$ cat src/rtl/decoder_scan_ctrl_pkg.sv
// Shared types and constants for the decoder address-sweep sequencer.
package decoder_scan_ctrl_pkg;

    typedef enum logic [0:0] {
        IDLE = 1'b0,
        RUN  = 1'b1
    } scan_state_t;

    localparam int unsigned ADDR_W    = 5;
    localparam int unsigned NUM_LINES = 32;
    localparam int unsigned DWELL_MIN = 1;

endpackage

$ cat src/rtl/decoder_scan_ctrl_dec.sv
// Combinational 5-to-32 decoder: a 3-to-8 line decode replicated across
// four banks, with the upper two select bits choosing the bank.
module decoder5to32 (
    input  logic [4:0]  sel,
    output logic [31:0] y
);

    logic [7:0] line;
    logic [3:0] bank;

    always_comb begin
        line           = '0;
        line[sel[2:0]] = 1'b1;
        bank           = '0;
        bank[sel[4:3]] = 1'b1;
        y              = '0;
        for (int unsigned b = 0; b < 4; b++) begin
            y[b*8 +: 8] = bank[b] ? line : 8'h00;
        end
    end

endmodule

$ cat src/rtl/decoder_scan_ctrl.sv
// Sweeps the decoder select from a latched first to last address (wrapping
// 31->0), holding each one-hot enable for a latched dwell count.
module decoder_scan_ctrl #(
    parameter int unsigned ADDR_W  = 5,
    parameter int unsigned DWELL_W = 8
) (
    input  logic                 clk,
    input  logic                 rst_n,
    input  logic                 start,
    input  logic [ADDR_W-1:0]    first,
    input  logic [ADDR_W-1:0]    last,
    input  logic [DWELL_W-1:0]   dwell,
    input  logic                 abort,
    output logic [ADDR_W-1:0]    addr,
    output logic [2**ADDR_W-1:0] onehot,
    output logic                 active,
    output logic                 done
);

    import decoder_scan_ctrl_pkg::*;

    scan_state_t        state;
    logic [DWELL_W-1:0] cnt;
    logic [DWELL_W-1:0] reload_q;
    logic [ADDR_W-1:0]  last_q;
    logic [DWELL_W-1:0] dwell_reload;
    logic [31:0]        dec_out;

    // A dwell of zero behaves as the minimum, so the reload value saturates at 0.
    always_comb begin
        dwell_reload = '0;
        if (dwell >= DWELL_W'(DWELL_MIN)) begin
            dwell_reload = dwell - DWELL_W'(DWELL_MIN);
        end
    end

    always_ff @(posedge clk or negedge rst_n) begin
        if (!rst_n) begin
            state    <= IDLE;
            addr     <= '0;
            active   <= 1'b0;
            done     <= 1'b0;
            cnt      <= '0;
            reload_q <= '0;
            last_q   <= '0;
        end else begin
            done <= 1'b0;
            case (state)
                IDLE: begin
                    if (start && !abort) begin
                        last_q   <= last;
                        reload_q <= dwell_reload;
                        cnt      <= dwell_reload;
                        addr     <= first;
                        active   <= 1'b1;
                        state    <= RUN;
                    end
                end
                RUN: begin
                    if (abort) begin
                        active <= 1'b0;
                        state  <= IDLE;
                    end else if (cnt != '0) begin
                        cnt <= cnt - 1'b1;
                    end else if (addr == last_q) begin
                        active <= 1'b0;
                        done   <= 1'b1;
                        state  <= IDLE;
                    end else begin
                        addr <= addr + 1'b1;
                        cnt  <= reload_q;
                    end
                end
                default: begin
                    active <= 1'b0;
                    state  <= IDLE;
                end
            endcase
        end
    end

    decoder5to32 u_dec (
        .sel (addr),
        .y   (dec_out)
    );

    assign onehot = dec_out & {(2**ADDR_W){active}};

endmodule

$ cat config.mk
export PLATFORM = sky130hd
export DESIGN_NAME = decoder_scan_ctrl
export DESIGN_NICKNAME = d
export VERILOG_FILES = /design/src/rtl/decoder_scan_ctrl_pkg.sv /design/src/rtl/decoder_scan_ctrl_dec.sv /design/src/rtl/decoder_scan_ctrl.sv
export SDC_FILE = /design/constraint.sdc
export NUM_CORES = 1
export LEC_CHECK = 0
export BUFFER_PORTS_ARGS = -buffer_cell sky130_fd_sc_hd__buf_2
export CORE_ASPECT_RATIO = 2
export CORE_MARGIN = 2
export CORE_UTILIZATION = 53
export DETAILED_ROUTE_END_ITERATION = 8
export PLACE_DENSITY = 0.8
export SLEW_MARGIN = 20
export SYNTH_ARGS = -nofsm -noshare
export SYNTH_HDL_FRONTEND = slang
export SYNTH_HIERARCHICAL = 1
export SYNTH_SLANG_ARGS = --single-unit
$ cat constraint.sdc
create_clock -name clk -period 2.3 [get_ports clk]
set_input_delay 0.115 -clock clk [delete_from_list [all_inputs] [get_ports clk]]
set_output_delay 0.115 -clock clk [all_outputs]
set_load 0.005 [all_outputs]
==> results.ini <==
[clock_network]
clkSlewWorstSetupHoldPaths_ns=0.07
cts_tree=built
cts_root_buf=clkbuf_8
maximum_clock_path_buffer_count=2
clock_insertion_delay_worst_skew_ns=0.30
total_cts_buffers=5
htree_levels=2
clock_sink_count=29

[pwr]
power_switching_mw=0.770
vdd_ir_drop_max_mv=0.484
power_frac_clock_pct=23.8
power_leakage_nw=1.33
seq_power_share_pct=37.9
power.switching_fraction_pct=38.9
comb_power_share_pct=38.3
cell_internal_power_dissipation_mw=1.21
power-per-cell-area_mw_per_mm2=723

[yosys]
ys_ff_latch=29
synth_area_mm2=0.00227
yosys_warnings=6
postSynthCellCount=287
ys_dominant_reg_cell=dfrtp_1
async_flop_share_pct=100
share_of_synthesized_area_occupied_by_flip_flops_and_latches_pct=32.0
postSynthNetCount=314
synth.top_cell.area_share_pct=32.0
ys_types=50
synth.largest_area_cell=dfrtp_1
post_synth.cell_area_avg_um2=7.90
number_of_flops_mapped_to_enable_cells_by_yosys=0
synth.area.top_cells=dfrtp_1, and2_1, nor2_1

[drt]
routed_wirelength_um=5990
num_vias=2248
drtAntennaViolNets=0
detail_route.vias_per_cell=5.62
length_of_the_first_detailed_routing_pass_in_iterations=4
route.detailed.drc=0
routed_wire_length_per_instance_um=15.0
drt_iter0_markers=40

[run]
max_cap_viol_count=0

[sta]
fin_crit_ns=2.07
timing.setup.tns_ns=0
timing.final.hold_violations=0
post-route-period-util_pct=90.0
maxClockFrequency_ghz=0.483
worst-slew-pin-transition_ns=0.697
final_setup_skew_ns=0.00976
report.final.slew_viol_count=0
setup_repair_after_global_routing_missed_its_margin=false
finalSetupViolations=0
slew-limit-headroom_pct=53.6

[grt]
grt_max_degree=36
grtUsageMet3_pct=4.77
remaining_overflow_grt=0
via_count_of_the_first_global_routing_pass=2027
grt_pass1_wl_um=9570
met1_usage_pct=25.4
antenna_violations_before_repair=0
grt.busiest_layer=met2
grtUsageTotal_pct=26.6
met2_grt_util_pct=52.5

[critical_path]
critPathSlowestCell=dfrtp_1
cp-end-kind=flip-flop
crit_fanout=7
cp_cell_sequence=inv_1 -> ha_1 -> nor4b_4 -> nand3_1 -> a211oi_4 -> a21oi_1 -> a221o_1
max_stage_delay_ns=0.38
worst-endpoint-required_ns=2.48
critical_path_arrival_ns=2.25
worstSetupStartpointType=flip-flop
crit_path_kind=reg2reg

[layout]
most_frequent_standard_cell_in_the_layout_excluding_fill_and_tap_cells=buf_2
nets=374
layout.cells.most_common_list=buf_2, nor2_1, nand2_1
fill_cells=404
area_delta_synth_final_pct=20.6
n_antenna_cell=0
fin_area_mm2=0.00273
post_route_cells_drive_above_1_share_pct=25.9

[floorplan]
fp.dieArea_mm2=0.00485
die_y_um=96.5
die_w_um=50.2
io_pins=61
floorplan.initialDensity_pct=55.5
core-area_mm2=0.00409
floorplan.rows=33

[placed_design]
detailedPlacementHpwl_um=4680
placement.io_buffers=60
dpl_cell_area_mm2=0.00262
gp_congestion=0.978

[hold_path]
hp-class=in2reg

[status]
run_status=completed

==> power groups by stage <==
stage | sequential, mW | clock [mW] | combinational [mW]
floorplan | 0.723 | 0 | 0.537
global placement | 0.750 | 0 | 0.727
detailed placement | 0.757 | 0 | 0.744
CTS | 0.748 | 0.473 | 0.751
global route | 0.768 | 0.502 | 0.843
finish | 0.750 | 0.471 | 0.757
==> registers in the layout, summed over array words and instances (netlist names) <==
signal    count
cnt           8
reload_q      8
addr          5
last_q        5
active        1
done          1
state         1
==> layer usage <==
layer / routed length (µm) / vias up / share of wire (%)
met5: 0 / - / 0
met4: 140 / 0 / 2.3
met3: 271 / 12 / 4.5
met2: 3440 / 68 / 57
met1: 2140 / 1058 / 36
li1: - / 1110 / -
==> worst max-delay path, delay by kind of cell, from the launching register on <==
family / cells / cell delay (ns)
simple gates: 2 / 0.56
fa+ha+maj: 1 / 0.19
flops: 1 / 0.38
buf+inv: 1 / 0.11
compound gates: 3 / 0.72
==> what timing repair did <==
action                                  CTS  global route
resized for setup                         0             0
endpoints found under the setup margin    0             3
endpoints found under the hold margin    29             0
hold buffers                              1             0
setup buffers                             0             1
==> cell usage after synthesis (2+ instances only) <==
| cell type | count |
|---|---|
| a31oi_1 | 4 |
| or3_1 | 4 |
| ha_1 | 5 |
| nand3b_1 | 3 |
| inv_1 | 9 |
| or2_2 | 2 |
| o41ai_1 | 2 |
| a21oi_1 | 11 |
| dfrtp_1 | 29 |
| or3b_4 | 3 |
| nor2_1 | 42 |
| o22a_1 | 2 |
| a221o_1 | 2 |
| nor4b_1 | 2 |
| and2_1 | 33 |
| nand3_1 | 3 |
| o31ai_1 | 5 |
| a211oi_1 | 3 |
| nand2_1 | 38 |
| o211ai_1 | 3 |
| clkbuf_1 | 12 |
| o221a_1 | 2 |
| buf_2 | 2 |
| nor3_4 | 2 |
| o21ai_0 | 14 |
| nor4_1 | 2 |
| nand2b_1 | 4 |
| mux2i_1 | 6 |
| nor3_1 | 9 |
| xor2_1 | 5 |
| o21ai_1 | 2 |
| and3_1 | 4 |
==> path summary, 6_finish.rpt <==
path	start	to	slack, ns	depth (start not counted)
setup / recovery	cnt[0]	addr[2]	0.23	7
hold / removal	last[0]	last_q[0]	0.008	3
setup reg to reg	cnt[0]	addr[2]	0.23	7
hold reg to reg	reload_q[1]	reload_q[1]	0.47	2
max in group asynchronous	rst_n	last_q[2]	1.47	2
min in group asynchronous	rst_n	cnt[3]	0.39	2
==> cells by family after synthesis <==
group	count (synthesis)	share of synthesized area, %
AOI/OAI and AO/OA	57	17.6
xor gates and xnor gates	6	2.32
adders and majority gates	5	2.76
buffers and inverters	26	4.91
DFF	29	32.0
muxes	6	2.65
and+or+nand+nor	158	37.8
==> cell type report <==
type                            instances  area (µm²)  share of cell area, %
Sequential cell                        29         726                   26.5
Tap cell                               52        65.1                   2.38
Timing Repair Buffer                   70         378                   13.8
Clock inverter                          1        5.00                  0.183
Inverter                                9        33.8                   1.24
Clock buffer                            7        96.3                   3.52
Multi-Input combinational cell        232        1430                   52.3
==> metrics by stage <==
| step | setup WS [ns] | power (mW) | utilization, % | hold slack, ns | cells |
|---|---|---|---|---|---|
| after floorplan | 0.540 | 1.26 | - | -0.181 | 287 |
| after global placement | 0.220 | 1.48 | 64.0 | 0.179 | 390 |
| after detailed placement | 0.143 | 1.50 | 64.0 | 0.178 | 390 |
| after CTS | 0.136 | 1.97 | 66.7 | 0.0155 | 399 |
| after global routing | 0.0651 | 2.11 | 66.9 | 0.0274 | 400 |
| final | 0.231 | 1.98 | 66.9 | 0.00788 | 400 |
Note: power is estimated with default switching activity, not from simulation.
